<file path="src/rtl/deco_scan_sel_if.sv">
// Bundle of control inputs and decoded outputs for deco_scan_sel.
// Ports: en/mode/sel/sel_valid/dwell (controller -> decoder), y/idx/wrap (decoder -> consumer).
// The master modport is the controller side; the slave modport is the decoder.
interface deco_scan_sel_if #(
    parameter int SEL_W   = 2,
    parameter int DWELL_W = 8
);
    logic                  en;
    logic                  mode;
    logic [SEL_W-1:0]      sel;
    logic                  sel_valid;
    logic [DWELL_W-1:0]    dwell;
    logic [2**SEL_W-1:0]   y;
    logic [SEL_W-1:0]      idx;
    logic                  wrap;

    modport master (
        output en, mode, sel, sel_valid, dwell,
        input  y, idx, wrap
    );

    modport slave (
        input  en, mode, sel, sel_valid, dwell,
        output y, idx, wrap
    );
endinterface

</file>
<file path="src/rtl/deco_scan_sel.sv">
// Registered 1-of-2**SEL_W decoder with an auto-scan sequencer (direct decode or dwell-timed channel walk).
// Latency: one clk from en/mode/sel/sel_valid/dwell to y/idx/wrap; all outputs registered.
// No backpressure: sel is taken whenever sel_valid is high in direct mode; the consumer cannot stall the scan.
// Ports: clk, rst_n (async active-low); bus.slave carries en, mode, sel, sel_valid, dwell in and y, idx, wrap out.
module deco_scan_sel #(
    parameter int SEL_W      = 2,
    parameter int DWELL_W    = 8,
    parameter int ACTIVE_LOW = 0
) (
    input  logic             clk,
    input  logic             rst_n,
    deco_scan_sel_if.slave   bus
);
    localparam int N = 2**SEL_W;
    // XOR mask that converts an active-high one-hot into the output polarity;
    // it is also the "all inactive" value.
    localparam logic [N-1:0] Y_OFF = (ACTIVE_LOW != 0) ? {N{1'b1}} : {N{1'b0}};

    typedef enum logic [1:0] {
        ST_IDLE   = 2'd0,
        ST_DIRECT = 2'd1,
        ST_SCAN   = 2'd2
    } state_t;

    state_t             state, nxt_state;
    logic [SEL_W-1:0]   idx_q, nxt_idx;
    logic [DWELL_W-1:0] cnt_q, nxt_cnt;
    logic [N-1:0]       y_q, nxt_y;
    logic               wrap_q, nxt_wrap;
    logic [N-1:0]       oh;

    always_ff @(posedge clk or negedge rst_n) begin
        if (!rst_n) begin
            state  <= ST_IDLE;
            idx_q  <= '0;
            cnt_q  <= '0;
            y_q    <= Y_OFF;
            wrap_q <= 1'b0;
        end else begin
            state  <= nxt_state;
            idx_q  <= nxt_idx;
            cnt_q  <= nxt_cnt;
            y_q    <= nxt_y;
            wrap_q <= nxt_wrap;
        end
    end

    always_comb begin
        nxt_state = state;
        nxt_idx   = idx_q;
        nxt_cnt   = cnt_q;
        nxt_wrap  = 1'b0;
        oh        = '0;
        nxt_y     = Y_OFF;

        if (!bus.en) begin
            // Blanked: channel index is remembered so a later resume re-displays it.
            nxt_state = ST_IDLE;
            nxt_cnt   = '0;
        end else if (!bus.mode) begin
            // Direct decode; a load on a scan->direct switch is honoured and
            // any partial dwell is discarded.
            nxt_state = ST_DIRECT;
            nxt_cnt   = '0;
            if (bus.sel_valid) begin
                nxt_idx = bus.sel;
            end
        end else begin
            nxt_state = ST_SCAN;
            if (state != ST_SCAN) begin
                // Entry edge: show the held channel and start its dwell fresh.
                nxt_cnt = '0;
            end else if (cnt_q >= bus.dwell) begin
                // >= so that shrinking dwell below the running count advances
                // immediately instead of waiting for the counter to wrap.
                nxt_idx  = idx_q + 1'b1;
                nxt_cnt  = '0;
                nxt_wrap = &idx_q;
            end else begin
                nxt_cnt = cnt_q + 1'b1;
            end
        end

        oh[nxt_idx] = 1'b1;
        if (nxt_state != ST_IDLE) begin
            nxt_y = oh ^ Y_OFF;
        end
    end

    assign bus.y    = y_q;
    assign bus.idx  = idx_q;
    assign bus.wrap = wrap_q;
endmodule
</file>
<file path="src/flat_wrapper.sv">
// flat-port wrapper written by rule: the top's interface ports become plain ports
module deco_scan_sel_flat 
#(
    parameter int SEL_W      = 2,
    parameter int DWELL_W    = 8,
    parameter int ACTIVE_LOW = 0
)
  (clk, rst_n, bus_en, bus_mode, bus_sel, bus_sel_valid, bus_dwell, bus_y, bus_idx, bus_wrap);
  deco_scan_sel_if #(.SEL_W(SEL_W), .DWELL_W(DWELL_W)) bus_i ();
  input  logic clk;
  input  logic rst_n;
  input wire logic [$bits(bus_i.en)-1:0] bus_en;
  input wire logic [$bits(bus_i.mode)-1:0] bus_mode;
  input wire logic [$bits(bus_i.sel)-1:0] bus_sel;
  input wire logic [$bits(bus_i.sel_valid)-1:0] bus_sel_valid;
  input wire logic [$bits(bus_i.dwell)-1:0] bus_dwell;
  output wire logic [$bits(bus_i.y)-1:0] bus_y;
  output wire logic [$bits(bus_i.idx)-1:0] bus_idx;
  output wire logic [$bits(bus_i.wrap)-1:0] bus_wrap;
  assign bus_i.en = bus_en;
  assign bus_i.mode = bus_mode;
  assign bus_i.sel = bus_sel;
  assign bus_i.sel_valid = bus_sel_valid;
  assign bus_i.dwell = bus_dwell;
  assign bus_y = bus_i.y;
  assign bus_idx = bus_i.idx;
  assign bus_wrap = bus_i.wrap;
  deco_scan_sel #(.SEL_W(SEL_W), .DWELL_W(DWELL_W), .ACTIVE_LOW(ACTIVE_LOW)) u_core (.clk(clk), .rst_n(rst_n), .bus(bus_i));
endmodule
</file>
<file path="config.mk">
export PLATFORM = sky130hd
export DESIGN_NAME = deco_scan_sel_flat
export DESIGN_NICKNAME = d
export VERILOG_FILES = /design/src/rtl/deco_scan_sel_if.sv /design/src/rtl/deco_scan_sel.sv /design/src/flat_wrapper.sv
export SDC_FILE = /design/constraint.sdc
export NUM_CORES = 1
export LEC_CHECK = 0
export CAP_MARGIN = 20
export CORE_MARGIN = 3
export CORE_UTILIZATION = 26
export DETAILED_ROUTE_END_ITERATION = 10
export PLACE_DENSITY = 0.5
export SLEW_MARGIN = 20
export SYNTH_ARGS = -nofsm -noshare
export SYNTH_HDL_FRONTEND = slang
export SYNTH_SLANG_ARGS = --single-unit
</file>
<file path="constraint.sdc">
create_clock -name clk -period 3 [get_ports clk]
set_input_delay 0.45 -clock clk [delete_from_list [all_inputs] [get_ports clk]]
set_output_delay 0.45 -clock clk [all_outputs]
set_load 0.005 [all_outputs]
</file>
# Word-level counts from Yosys, hierarchy flattened
# Cells that the tools add are included.
# classes
add_sub_neg,2
order_cmp,3
n_eq_ne,1
mux,18
n_reduce_logical,3
# ops
op,count
8-bit 2-to-1 mux,4
2-bit 2-to-1 mux,7
"8-bit by 1-bit adder with 8-bit output, second input constant",1
8-bit >= comparator,1
1-bit 2-to-1 mux,5
4-bit 2-to-1 mux,1
"2-bit by 3-bit less-than comparator with 1-bit output, second input constant",1
"2-bit by 1-bit adder with 2-bit output, second input constant",1
1-bit demux with 2-bit select,1
"2-bit by 1-bit >= comparator with 1-bit output, second input constant",1
"2-bit != test, second input constant",1
2-bit AND reduction,1
2-bit nonzero test,1
1-bit logical AND,1
# totals
reg_bits,17
out_inout_bits,7
word_cells,32

# Depth between registers and ports, before layout
# Gate-level depths: netlist of run 1.
# logic_depth
depth_word,10
ltp_mapped,8
depth_no_buf,8

# Least setup slack after synthesis of run 1
# OpenSTA, ideal clock, no wires.
# synth_path
path_type,input -> register
from,input bus_dwell[0]
to,register u_core.y_q[1] (netlist: u_core.bus.y[1])
arrival_ns,1.974
t_required_ns,2.913
path_slack_ns,0.939
cell_stages,7
path_cell_list,ha_1 nand2b_4 a2111oi_4 o311ai_2 and2_4 o311a_4 a211oi_2
# synth_via
elab_chain_len,10
word_cells_on_any_way,11
classes_between,3 x order compare; 7 x mux; 1 x reduce/logical
# synth_rtl
element,line,rtl
"start, declared",flat_wrapper.sv:16,input wire logic [$bits(bus_i.dwell)-1:0] bus_dwell;
8-bit >= comparator *,deco_scan_sel.sv:73,end else if (cnt_q >= bus.dwell) begin
2-bit 2-to-1 mux *,deco_scan_sel.sv:73,
2-bit 2-to-1 mux *,deco_scan_sel.sv:70,if (state != ST_SCAN) begin
2-bit 2-to-1 mux *,deco_scan_sel.sv:60,end else if (!bus.mode) begin
2-bit 2-to-1 mux *,deco_scan_sel.sv:56,if (!bus.en) begin
2-bit by 3-bit less-than comparator with 1-bit output (implied by the code) / 2-bit by 1-bit >= comparator with 1-bit output (equally long branches),deco_scan_sel.sv:84,oh[nxt_idx] = 1'b1;
1-bit logical AND (implied by the code),deco_scan_sel.sv:84,
1-bit 2-to-1 mux (implied by the code),deco_scan_sel.sv:84,
1-bit demux with 2-bit select *,--,
4-bit 2-to-1 mux *,deco_scan_sel.sv:85,if (nxt_state != ST_IDLE) begin
net u_core.nxt_y[1],deco_scan_sel.sv:28,"logic [N-1:0] y_q, nxt_y;"
"end signal, assigned",deco_scan_sel.sv:43,y_q <= nxt_y;
"end, declared",deco_scan_sel.sv:28,
# Mark *: on every way through the listed nets, which the timed path passes. The rest lies on a longest branch.

# Worst setup path after layout of run 1
# Same ends and word-level chain as after synthesis.

==> results.ini, run 1 <==
[run_status]
run_status = complete, no violations

[yosys]
synth_area_sq_mm = 0.00100
syn_avg_cell_area_sq_um = 10.6
syn_inst = 95
ys_top_cells_by_area = dfrtp_1 (42%), ha_1 (12%), nor2_1 (5.6%), xor2_1 (4.4%), inv_1 (3.7%)
synth_nets = 120
yosysUniqueCellTypes = 27
synth.top_cell.area_share = 0.423
ys_seq_elements = 17
synth_seq_area_share = 0.423
synth_warnings = 0
synth_area_leader_cell = dfrtp_1

[finish]
syn_to_final_growth_pct = 31.3
most-common-layout-cells = clkdlybuf4s50_1 (21), dfrtp_1 (17), nor2_1 (15), inv_1 (10), ha_1 (10)
final_cells = 166
nets = 146
n_antenna_cell = 0
drive_gt1_frac = 0.100
final_common_cell = clkdlybuf4s50_1

[floorplanning]
row_count = 21
die_x_um = 68.2
initial_core_util = 0.285
die_y_um = 68.2
core_area_sq_mm = 0.00352
ioPinCount = 22
die_area_sq_mm = 0.00465

[timing]
worst_slew_pin_slew_ps = 738
finalSetupViolCount = 0
hold_violations = 0
rsz0062_at_grt = no
timing.hold.ws_ps = 560
slew_viol_final = 0
skew_ps = 3.83
timing.fmax_mhz = 428
tns_ps = 0
period_share = 0.778
max-slew-margin-rel = 0.507
period_needed_ps = 2340

[setup_path]
crit_chain = clkdlybuf4s50_1, ha_1, nand2b_4, a2111oi_4, o311ai_2, and2_4, o311a_4, a211oi_2
path_buf_inv = 1
path_class = in2reg
end_kind = flop
arrival_ps = 2500
worst_ep_required_time_ps = 3170
critPathLaunchType = input port
critPathTopFamily = compound AO/OA/AOI/OAI gates
worst-path-max-fanout = 5
cp_slowest_cell = clkdlybuf4s50_1
cp_slowest_stage_delay_ps = 410

[grt]
busiest_layer = met2
grt_use_met3 = 0.0230
grt_first_pass_wirelength_mm = 3.45
grt_max_degree = 18
globalRouteOverflowTotal = 0
grt_pass1_vias = 803
antenna_found_initial = 0
met2_usage = 0.166
grt_use_total = 0.0958
met1_usage = 0.119

[routing]
drt-wirelength-per-cell_um = 11.8
via_per_inst = 4.52
num_vias = 750
first_pass_iters = 2
drc = 0
wl_mm = 1.96
drt_iter0_markers = 12
postRouteAntennaNets = 0

[cts]
clk_latency_ps = 250
cts.path.max_buffers = 2
clockRootBuffer = clkbuf_8
h-tree-depth = 1
clk_pin_slew_worst_paths_ps = 70
holdBufCountCts = 0
post_cts_buffers = 0
post_cts_resized = 0
cts_num_sinks = 17
cts_buffers = 3
cts_tree = yes

[placed_design]
dp.cells = 162
dp_hpwl_mm = 1.52
numPortBuffers = 21
routabilityCongestion = 0.739

[job]
maxCapViolations = 0

[power]
p_per_area_mw_per_mm2 = 384
power_uw = 507
vdd_ir_drop_max_mv = 0.197
p_leak_uw = 0.000607

[hold_path]
hp-class = reg2reg

## cell usage after synthesis
cell type   n
nand2b_1    1
nand2b_4    1
nand4_1     2
nand3b_1    1
a21o_1      1
nor2_1     15
xnor2_1     2
a211oi_1    1
nor2b_1     3
nand3_1     7
mux2_2      1
a2111oi_4   1
and3_1      3
ha_1       10
o21a_1      2
a211oi_2    1
o311ai_2    2
dfrtp_1    17
a21oi_1     1
mux2i_1     1
o211a_1     1
xor2_1      5
and2_4      1
o311a_4     1
nand2_1     2
o21ai_0     2
inv_1      10
## worst paths after layout
kind,depth (start not counted),start,to,slack [ps]
min in group asynchronous,1,rst_n,u_core.bus.y[1],640
max,8,bus_dwell[0],u_core.bus.y[1],660
min reg2reg,1,u_core.cnt_q[0],u_core.cnt_q[0],560
max reg2reg,8,u_core.cnt_q[0],u_core.bus.y[1],780
max in group asynchronous,1,rst_n,u_core.cnt_q[3],1900
min,1,u_core.cnt_q[0],u_core.cnt_q[0],560
## routing by layer
layer,vias up,share of wire,wire [um]
li1,380,-,-
met1,347,0.47,916
met2,21,0.46,900
met3,2,0.070,137
met4,0,0.0041,8
met5,-,0,0
## worst register-to-register path, delay by kind of cell, from the launching register on
| kind | cells | cell delay [ps] |
|---|---|---|
| AO/OA/AOI/OAI | 4 | 1000 |
| adder cells (fa/ha/maj) | 1 | 280 |
| buffers and inverters | 1 | 80 |
| flip-flops | 1 | 440 |
| AND/OR/NAND/NOR | 2 | 350 |
## state kept, by name, indices dropped and copies added (netlist names)
| name | flops |
|---|---|
| u_core.cnt_q | 8 |
| u_core.bus.y | 4 |
| u_core.bus.idx | 2 |
| u_core.state | 2 |
| u_core.bus.wrap | 1 |
## stage by stage
| step | instance area (sq um) | setup WS [ps] | utilization |
|---|---|---|---|
| final | 1320 | 665 | 0.375 |
| after CTS | 1320 | 651 | 0.375 |
| after global placement | 1270 | 441 | 0.361 |
| after detailed placement | 1270 | 390 | 0.361 |
| after global routing | 1320 | 573 | 0.375 |
| after floorplan | 1000 | 939 | - |
## logic make-up after synthesis
family,count (synthesis),synth area share
AND/OR/NAND/NOR,36,0.184
XOR/XNOR,7,0.0610
adder cells (fa/ha/maj),10,0.125
AO/OA/AOI/OAI,13,0.148
multiplexers,2,0.0212
buffers and inverters,10,0.0374
flip-flops,17,0.423
## final cells by class
| class | instances | area [sq um] |
|---|---|---|
| Inverter | 10 | 37.5 |
| Tap cell | 46 | 57.6 |
| Clock buffer | 3 | 41.3 |
| Timing Repair Buffer | 21 | 210 |
| Clock inverter | 1 | 5.00 |
| Fill cell | 380 | 2200 |
| Multi-Input combinational cell | 68 | 542 |
| Sequential cell | 17 | 425 |
## power by group
part / switching, uW / total (uW) / leakage, uW / internal (uW)
Sequential: 12.0 / 251 / 0.000227 / 239
Clock: 75.1 / 167 / 0.0000255 / 91.9
Combinational: 35.4 / 89.0 / 0.000355 / 53.6
No activity file was read; power rests on OpenSTA's default activity.
==> inputs of run 2 (changes only) <==
==> constraint.sdc (replaced) <==
create_clock -name clk -period 2.4 [get_ports clk]
set_input_delay 0.36 -clock clk [delete_from_list [all_inputs] [get_ports clk]]
set_output_delay 0.36 -clock clk [all_outputs]
set_load 0.005 [all_outputs]
==> run 2 against run 1 <==
Against the previous run: total power grew 25%; via count shrank 0.27%; global-route usage barely moved; critical endpoint is now u_core.bus.idx[1]; critical path depth stayed put; highest routed layer is now met3; critical path type unchanged; largest power group unchanged.
==> results.ini, run 2 (synthesis gave the netlist of run 1 again) <==
[placed_design]
dp_hpwl_mm = 1.57  ; +3.6%
numPortBuffers = 21  ; unchanged
routabilityCongestion = 0.782  ; +5.8%
placed_area_sq_mm = 0.00129  ; +1.2%

[routing]
wl_mm = 2.00  ; +2.1%
met1_length_um = 886  ; -3.3%
num_vias = 748  ; -0.27%
via_per_inst = 4.45  ; -1.5%
drt-wirelength-per-cell_um = 11.9  ; +0.87%
postRouteAntennaNets = 0  ; unchanged
first_pass_iters = 4  ; +2
wl_met3_um = 120  ; -12%
drt_iter0_markers = 6  ; -6
drc = 0  ; unchanged
dr.max_layer_used = met3
wl_met2_um = 995  ; +11%

[timing]
worst_slew_pin_slew_ps = 746  ; +8.69 ps
slew_viol_final = 0  ; unchanged
period_needed_ps = 2230
hold_violations = 0  ; unchanged
timing.fmax_mhz = 449
period_share = 0.929
skew_ps = 1.09  ; -2.74 ps
rsz0062_at_grt = no
max-slew-margin-rel = 0.501  ; -0.00581
finalSetupViolCount = 0  ; unchanged

[setup_path]
cp_slowest_stage_delay_ps = 410  ; about the same
arrival_ps = 2350  ; -150 ps
crit_top_cell = o311ai_2
crit_chain = clkdlybuf4s50_1, ha_1, nand2b_4, a2111oi_4, o311ai_2, and2_4, o311ai_2, nor2_1
r2r_cells = 8  ; unchanged
critPathLaunchType = input port
worstReg2RegEnd = u_core.bus.idx[1]
critPathTopFamily = compound AO/OA/AOI/OAI gates
path_class = in2reg
ff2ff_setup_slack_ps = 340  ; -440 ps
worst-path-max-fanout = 5  ; unchanged
reg2reg_from = u_core.cnt_q[0]
end_kind = flop
worst_ep_required_time_ps = 2520  ; -650 ps
path_buf_inv = 1  ; unchanged
cp_slowest_cell = clkdlybuf4s50_1
startpoint = bus_dwell[0]

[hold_path]
hp-class = reg2reg
hold_depth = 2  ; +1
worst_hold_path.endpoint = u_core.cnt_q[0]
hp-start = u_core.cnt_q[0]

[power]
p_leak_uw = 0.000616  ; +1.5%
p_seq_frac = 0.494  ; about the same
vdd_ir_drop_max_mv = 0.206  ; +4.9%
intPower_uw = 484  ; +26%
power_switching_uw = 149  ; +21%
p_clk_frac = 0.325  ; -0.004
p_per_area_mw_per_mm2 = 473  ; +23%
comb_power_share = 0.180  ; +0.004
switching_share = 0.235  ; -0.00686

[floorplanning]
initial_core_util = 0.285  ; unchanged
die_y_um = 68.2  ; unchanged
ioPinCount = 22  ; unchanged
die_area_sq_mm = 0.00465  ; unchanged
die_x_um = 68.2  ; unchanged
row_count = 21  ; unchanged
core_area_sq_mm = 0.00352  ; unchanged

[finish]
largest_register_ffs = 8  ; unchanged
n_antenna_cell = 0  ; unchanged
final_common_cell = clkdlybuf4s50_1
nets = 148  ; +1.4%
most-common-layout-cells = clkdlybuf4s50_1 (21), dfrtp_1 (17), nor2_1 (15), inv_1 (10), ha_1 (10)
drive_gt1_frac = 0.115  ; +0.0148
regMostFlops = u_core.cnt_q
fin_util = 0.380  ; +0.00533
syn_to_final_growth_pct = 33.1
fin_area_sq_mm = 0.00134  ; +1.4%

[grt]
grt_max_degree = 18  ; unchanged
globalRouteOverflowTotal = 0  ; unchanged
grt_use_total = 0.0962  ; +0.000442
antenna_found_initial = 0  ; unchanged
grt_first_pass_wirelength_mm = 3.37  ; -2.2%
grt_pass1_vias = 785  ; -2.2%

[cts]
clk_latency_ps = 240  ; about the same
cts_buffers = 3  ; unchanged
clockRootBuffer = clkbuf_8
cts.path.max_buffers = 2  ; unchanged
cts_num_sinks = 17  ; unchanged
h-tree-depth = 1  ; unchanged
clk_pin_slew_worst_paths_ps = 60  ; about the same
cts_tree = yes

[run_status]
run_status = complete, no violations

[job]
maxCapViolations = 0  ; unchanged

[run 2: cell types whose count changed in the layout (fill, tap and decap cells not counted), sizes merged]
cell    change
buf         +2
clkbuf      +1
clkinv      -1
[run 2: final cells by class]
| class | count | area, sq um |
|---|---|---|
| fill | 389 | 2180 |
| sequential | 17 | 425 |
| inverter | 10 | 37.5 |
| multi-input combinational | 68 | 547 |
| clock buffer | 4 | 45.0 |
| tap | 46 | 57.6 |
| timing repair buffer | 23 | 225 |
[run 2: layer usage]
| layer | global-route usage | up-vias |
|---|---|---|
| met5 | 0 | - |
| met4 | 0.0372 | 0 |
| met3 | 0.0230 | 0 |
| met2 | 0.171 | 19 |
| met1 | 0.110 | 347 |
| li1 | - | 382 |
[run 2: stage by stage]
step                      total power, uW  hold slack, ps  std cells  TNS, ps  worst slack, ps
after floorplan                       367            64.4         95        0              364
after global placement                431             546        164    -84.5            -43.6
after detailed placement              431             542        164     -351            -96.7
after CTS                             642             554        168        0              156
after global routing                  669             573        168        0             27.0
final                                 633             552        168        0              171
[run 2: power by group through the flow]
stage	Sequential, uW	Clock, uW	Combinational (uW)
6_report	313	206	114
5_1_grt	315	228	126
4_1_cts	313	214	115
3_5_place_dp	317	0	114
3_3_place_gp	319	0	112
2_1_floorplan	316	0	51.0
[run 2: worst min-delay path, cell delays in order (launching register included)]
cell	delay, ps
dfrtp_1	340
buf_4	130
nor2_1	40
[run 2: worst max-delay path by stage]
| stage | end | slack, ps | depth (start not counted) |
|---|---|---|---|
| 2_1_floorplan | u_core.bus.y[1] | 360 | 8 |
| 3_3_place_gp | u_core.bus.y[1] | -40 | 8 |
| 3_5_place_dp | u_core.bus.y[1] | -100 | 8 |
| 4_1_cts | u_core.bus.y[1] | 160 | 8 |
| 5_1_grt | u_core.bus.idx[1] | 30 | 8 |
| 6_report | u_core.bus.idx[1] | 170 | 8 |
[run 2: what timing repair did]
action | CTS | global route
hold buffers | 0 | 0
setup buffers | 0 | 0
endpoints found under the setup margin | 0 | 1
gates resized for setup | 0 | 1
==> RTL change 1: new RTL, config.mk and constraints of run 1 <==
The 3 states of `state_t` get a one-hot encoding in 3 bits.
--- a/src/rtl/deco_scan_sel.sv
+++ b/src/rtl/deco_scan_sel.sv
@@ -17,8 +17,8 @@
     localparam logic [N-1:0] Y_OFF = (ACTIVE_LOW != 0) ? {N{1'b1}} : {N{1'b0}};
 
-    typedef enum logic [1:0] {
-        ST_IDLE   = 2'd0,
-        ST_DIRECT = 2'd1,
-        ST_SCAN   = 2'd2
+    typedef enum logic [2:0] {
+        ST_IDLE   = 3'b001,
+        ST_DIRECT = 3'b010,
+        ST_SCAN   = 3'b100
     } state_t;
 
Behaviour: same outputs for any inputs over 10 cycles, from zero or initial values and one cycle with rst_n low; not proved beyond that.
==> RTL change 1 against run 1 <==
  * Final area is 2.1% lower
  * Area after synthesis is 2.6% lower
  * Wire length is 4.1% lower
  * Sequential cell count is 1 higher
  * Count of clock-buffer cells in the layout is 1 higher
  * Non-clock buffer count stayed put
  * Global-route usage is 0.15 points lower
  * Power is 1.4% higher
  * Worst setup slack worse by 0.092 ns
  * Critical path type unchanged
  * Critical endpoint is now u_core.bus.y[3]
==> RTL change 1: results (changes against run 1) <==
stage,metric,value,unit,change
outcome,result of the run,"complete, no violations",,
sta,Slew HR,45.2,%,-5.5 points
placed_design,final RePlAce weighted congestion,0.768,,+4.0%
setup_path,CP arrival,2.60,ns,+0.10 ns
pwr,Peak VDD IR,0.218,mV,+11%
clocking,clk root buf,sky130_fd_sc_hd__clkbuf_8,,
yosys,post-synthesis cell type count,26,,-3.7%
yosys,ranking of synthesized cells by area,"sky130_fd_sc_hd__dfrtp_1, sky130_fd_sc_hd__ha_1, sky130_fd_sc_hd__nor2_1",,
setup_path,Worst Path Max Fanout,6,,+1
finish,register with the highest flop count,u_core.cnt_q,,
global_routing,initial antenna violation count,0,,unchanged
yosys,Commonest cells post-synth,"sky130_fd_sc_hd__dfrtp_1, sky130_fd_sc_hd__nor2_1, sky130_fd_sc_hd__inv_1, sky130_fd_sc_hd__ha_1, sky130_fd_sc_hd__nand3_1",,
hold_path,Hold Crit Class,reg2reg,,
clocking,deepest level of the CTS H-tree,1,,unchanged
pwr,Leakage,0.601,nW,-0.97%
setup_path,Worst path max stage delay,0.42,ns,
routing,wire length reported by the detailed router,1880,um,-4.1%
finish,share of post-route cells with drive strength above 1,9.24,%,-0.76 points
clocking,maximum clock path buffer count,2,,unchanged
routing,detailed-route via count,715,,-4.7%
global_routing,first-pass GRT wire length,3310,um,-4.0%
routing,Iter 0 DRT Violations,10,,-2
yosys,"Net Count, Synth",119,,-0.83%
yosys,sequential share of the synthesized area,46.2,%,+3.8 points
finish,total inserted antenna cells,0,,unchanged
finish,Post-layout nets,145,,-0.68%
yosys,share of async-settable or async-resettable flops after synthesis,100,%,unchanged
yosys,"Top FF cell, synth",sky130_fd_sc_hd__dfrtp_1,,
routing,router iterations before antenna repair,4,,+2
routing,via/cell ratio,4.33,,-4.1%
global_routing,aggregate global-route resource usage,9.43,%,-0.15 points
placed_design,HPWL Detailed,1460,um,-3.6%
global_routing,pin count of the biggest net entering global routing,19,,+1
clocking,Skew-Pair Late Insertion Delay,0.24,ns,
placed_design,DP Cell Count,161,,-0.62%
sta,Max Clock Skew,0.00286,ns,-0.000967 ns
clocking,"CTS clk-pin slew, worst paths",0.06,ns,
clocking,setup fix buffers added after clock tree synthesis,0,,unchanged
yosys,synthesized instance count,94,,-1.1%
finish,number of flip-flops under the largest register name,8,,unchanged
yosys,yosys warns,0,,unchanged
clocking,total CTS buffers,3,,unchanged
sta,number of failing setup endpoints in the final timing report,0,,unchanged
global_routing,number of global-route vias before repair,776,,-3.4%
setup_path,"slowest stage cell, crit path",sky130_fd_sc_hd__clkdlybuf4s50_1,,
finish,count of filler cells inserted in the layout,357,,-6.1%
placed_design,count of port buffers added during placement,21,,unchanged
clocking,Resize count post-CTS,0,,unchanged
[RTL change 1: layout make-up]
cell class | instances | area, um^2 | area share, %
sequential | 18 | 452 | 35.0
tap | 46 | 57.6 | 4.46
clock buffer | 4 | 45.0 | 3.49
inverter | 11 | 41.3 | 3.20
multi-input combinational | 65 | 485 | 37.6
timing repair buffer | 21 | 210 | 16.3
[RTL change 1: worst paths after layout]
path                                       from         endpoint  slack (ns)  cells after the start
worst max-delay path               bus_dwell[0]  u_core.bus.y[3]        0.57                      8
worst min-delay path            u_core.state[2]  u_core.bus.wrap        0.54                      2
worst max register to register  u_core.cnt_q[0]  u_core.bus.y[3]        0.72                      8
worst min register to register  u_core.state[2]  u_core.bus.wrap        0.54                      2
max in group asynchronous                 rst_n  u_core.cnt_q[1]        1.81                      1
min in group asynchronous                 rst_n  u_core.bus.y[3]        0.68                      1
[RTL change 1: critical path, delay by kind of cell]
| family | cells | cell delay, ns |
|---|---|---|
| simple gates | 2 | 0.34 |
| fa+ha+maj | 1 | 0.29 |
| compound gates | 4 | 1.09 |
| buf+inv | 1 | 0.42 |
[RTL change 1: cells by family (layout without fill, tap and decap cells)]
kind of cell    after synthesis  count (layout)  share of synthesized area [%]
simple gates                 35              35                           19.8
flops                        18              18                           46.2
compound gates               13              13                           10.6
buf+inv                      11              36                           4.22
fa+ha+maj                    10              10                           12.8
xor+xnor                      6               6                           5.37
mux                           1               1                           1.02
[RTL change 1: power breakdown]
group | internal [W] | switching (W) | leakage (nW)
Clock | 0.0000939 | 0.0000725 | 0.0228
Combinational | 0.0000482 | 0.0000368 | 0.341
Sequential | 0.000254 | 0.00000882 | 0.237
[RTL change 1: metrics by stage]
step / total power, W / worst slack, ns / hold WS, ns / area, um^2
after global placement: 0.000352 / 0.387 / 0.540 / 1250
after CTS: 0.000524 / 0.556 / 0.545 / 1290
after global routing: 0.000543 / 0.491 / 0.582 / 1290
final: 0.000514 / 0.573 / 0.540 / 1290
after floorplan: 0.000302 / 0.962 / 0.154 / 978
after detailed placement: 0.000353 / 0.315 / 0.533 / 1250
[RTL change 1: routing by layer]
| metal | wire length, um | part of all wire [%] | GRT usage (%) | up-vias |
|---|---|---|---|---|
| met5 | 0 | 0 | 0 | - |
| met4 | 0 | 0 | 2.28 | 0 |
| met3 | 106 | 5.6 | 2.16 | 0 |
| met2 | 855 | 45 | 16.3 | 21 |
| met1 | 919 | 49 | 11.8 | 326 |
| li1 | - | - | - | 368 |
==> RTL change 2: new RTL, settings of run 1 <==
Without the edit above. `SEL_W` is set to 2 in 3 places; all go to 1. Comments in the files are not updated.
--- a/src/rtl/deco_scan_sel_if.sv
+++ b/src/rtl/deco_scan_sel_if.sv
@@ -3,5 +3,5 @@
 // The master modport is the controller side; the slave modport is the decoder.
 interface deco_scan_sel_if #(
-    parameter int SEL_W   = 2,
+    parameter int SEL_W   = 1,
     parameter int DWELL_W = 8
 );
--- a/src/rtl/deco_scan_sel.sv
+++ b/src/rtl/deco_scan_sel.sv
@@ -4,5 +4,5 @@
 // Ports: clk, rst_n (async active-low); bus.slave carries en, mode, sel, sel_valid, dwell in and y, idx, wrap out.
 module deco_scan_sel #(
-    parameter int SEL_W      = 2,
+    parameter int SEL_W      = 1,
     parameter int DWELL_W    = 8,
     parameter int ACTIVE_LOW = 0
--- a/src/flat_wrapper.sv
+++ b/src/flat_wrapper.sv
@@ -2,5 +2,5 @@
 module deco_scan_sel_flat 
 #(
-    parameter int SEL_W      = 2,
+    parameter int SEL_W      = 1,
     parameter int DWELL_W    = 8,
     parameter int ACTIVE_LOW = 0
Interface: changed (resized bus_idx, bus_sel and bus_y); port bits go from 22 to 18. No check against the original RTL was run, so the function may have changed too.
==> RTL change 2 against run 1 <==
  * Fmax shrank 8.9%
  * Worst setup slack lost 0.23 ns
  * Power shrank 23%
  * Sequential cell count shrank 3
  * Clock power shrank 20%
  * Clock skew grew 0.00085 ns
  * Count of clock-buffer cells in the layout grew 1
  * Area after synthesis shrank 20%
  * Final cell count shrank 20%
  * Wire length shrank 27%
  * Final area shrank 19%
  * Largest power group unchanged
  * Hold slack lost 0.064 ns
==> RTL change 2: results (changes against run 1) <==
stage,metric,value,unit,change
global_routing,global routing usage on met3,2.48,%,+0.18 points
setup_path,reg-to-reg startpoint,u_core.cnt_q[2],,
sta,Final Hold Slack,0.495,ns,-0.0645 ns
yosys,sequential share of the synthesized area,43.3,%,+1.0 points
placed_design,final RePlAce weighted congestion,0.767,,+3.9%
sta,Max Clock Skew,0.00468,ns,+0.000848 ns
finish,Post-layout nets,126,,-14%
setup_path,Worst Path Max Fanout,3,,-2
global_routing,pin count of the biggest net entering global routing,15,,-3
routing,total routed wire length on the met1 layer,763,um,-17%
yosys,share of the synthesized netlist area taken by xor and xnor gates,6.50,%,+0.40 points
yosys,compound-gate portion of the synthesized area,12.1,%,-2.7 points
global_routing,aggregate global-route resource usage,9.04,%,-0.54 points
setup_path,Crit. Startpoint,bus_dwell[1],,
clocking,Skew-Pair Late Insertion Delay,0.27,ns,+0.02 ns
routing,Iter 0 DRT Violations,20,,+8
finish,share of post-route cells with drive strength above 1,8.91,%,-1.1 points
clocking,"CTS clk-pin slew, worst paths",0.09,ns,+0.02 ns
setup_path,worst reg2reg endpoint,u_core.bus.y[0],,
yosys,post-synthesis cell type count,23,,-15%
routing,via/cell ratio,4.42,,-2.2%
setup_path,reg2reg setup slack,0.65,ns,-0.13 ns
routing,WL met2,632,um,-30%
global_routing,met1 routing resource usage after global routing,12.7,%,+0.76 points
yosys,ranking of synthesized cells by area,"sky130_fd_sc_hd__dfrtp_1, sky130_fd_sc_hd__ha_1, sky130_fd_sc_hd__nor2_1",,
routing,wire length reported by the detailed router,1440,um,-27%
global_routing,Global Route met2 Usage,13.2,%,-3.5 points
outcome,result of the run,"complete, no violations",,
pwr,Leakage,0.514,nW,-15%
-- RTL change 2: cells by family (layout without fill, tap and decap cells) --
group | after synthesis | in the layout
AND/OR/NAND/NOR | 27 | 27
multiplexers | 1 | 1
AO/OA/AOI/OAI | 10 | 10
buffers and inverters | 10 | 33
flip-flops | 14 | 14
XOR/XNOR | 6 | 6
adder cells (fa/ha/maj) | 10 | 10
-- RTL change 2: cell type report --
class	count	area (um^2)	share of cell area, %
clock buffers	4	36.3	3.40
inverters	10	37.5	3.51
multi-input cells	54	420	39.3
flip-flops and latches	14	350	32.8
well taps	31	38.8	3.63
repair buffers	19	185	17.3
-- RTL change 2: where the power goes --
| group | internal [W] | switching (W) | leakage, nW | total [W] |
|---|---|---|---|---|
| Clock | 0.0000737 | 0.0000599 | 0.0210 | 0.000134 |
| Combinational | 0.0000344 | 0.0000222 | 0.304 | 0.0000566 |
| Sequential | 0.000195 | 0.00000444 | 0.189 | 0.000199 |
-- RTL change 2: metrics by stage --
stage / std cells / power [W] / setup slack [ns]
4_1_cts: 132 / 0.000398 / 0.436
6_report: 132 / 0.000389 / 0.437
2_1_floorplan: 78 / 0.000224 / 0.718
3_5_place_dp: 128 / 0.000260 / 0.134
5_1_grt: 132 / 0.000412 / 0.337
3_3_place_gp: 128 / 0.000260 / 0.184
-- RTL change 2: critical path: stages --
cell and delay [ns]:
sky130_fd_sc_hd__clkdlybuf4s50_1 0.45, sky130_fd_sc_hd__inv_1 0.04, sky130_fd_sc_hd__ha_1 0.18, sky130_fd_sc_hd__or4_4 0.54, sky130_fd_sc_hd__a21oi_4 0.16, sky130_fd_sc_hd__o31ai_1 0.09, sky130_fd_sc_hd__ha_1 0.28, sky130_fd_sc_hd__mux2i_1 0.07
sky130_fd_sc_hd__a211oi_1 0.37, sky130_fd_sc_hd__nor2_1 0.08
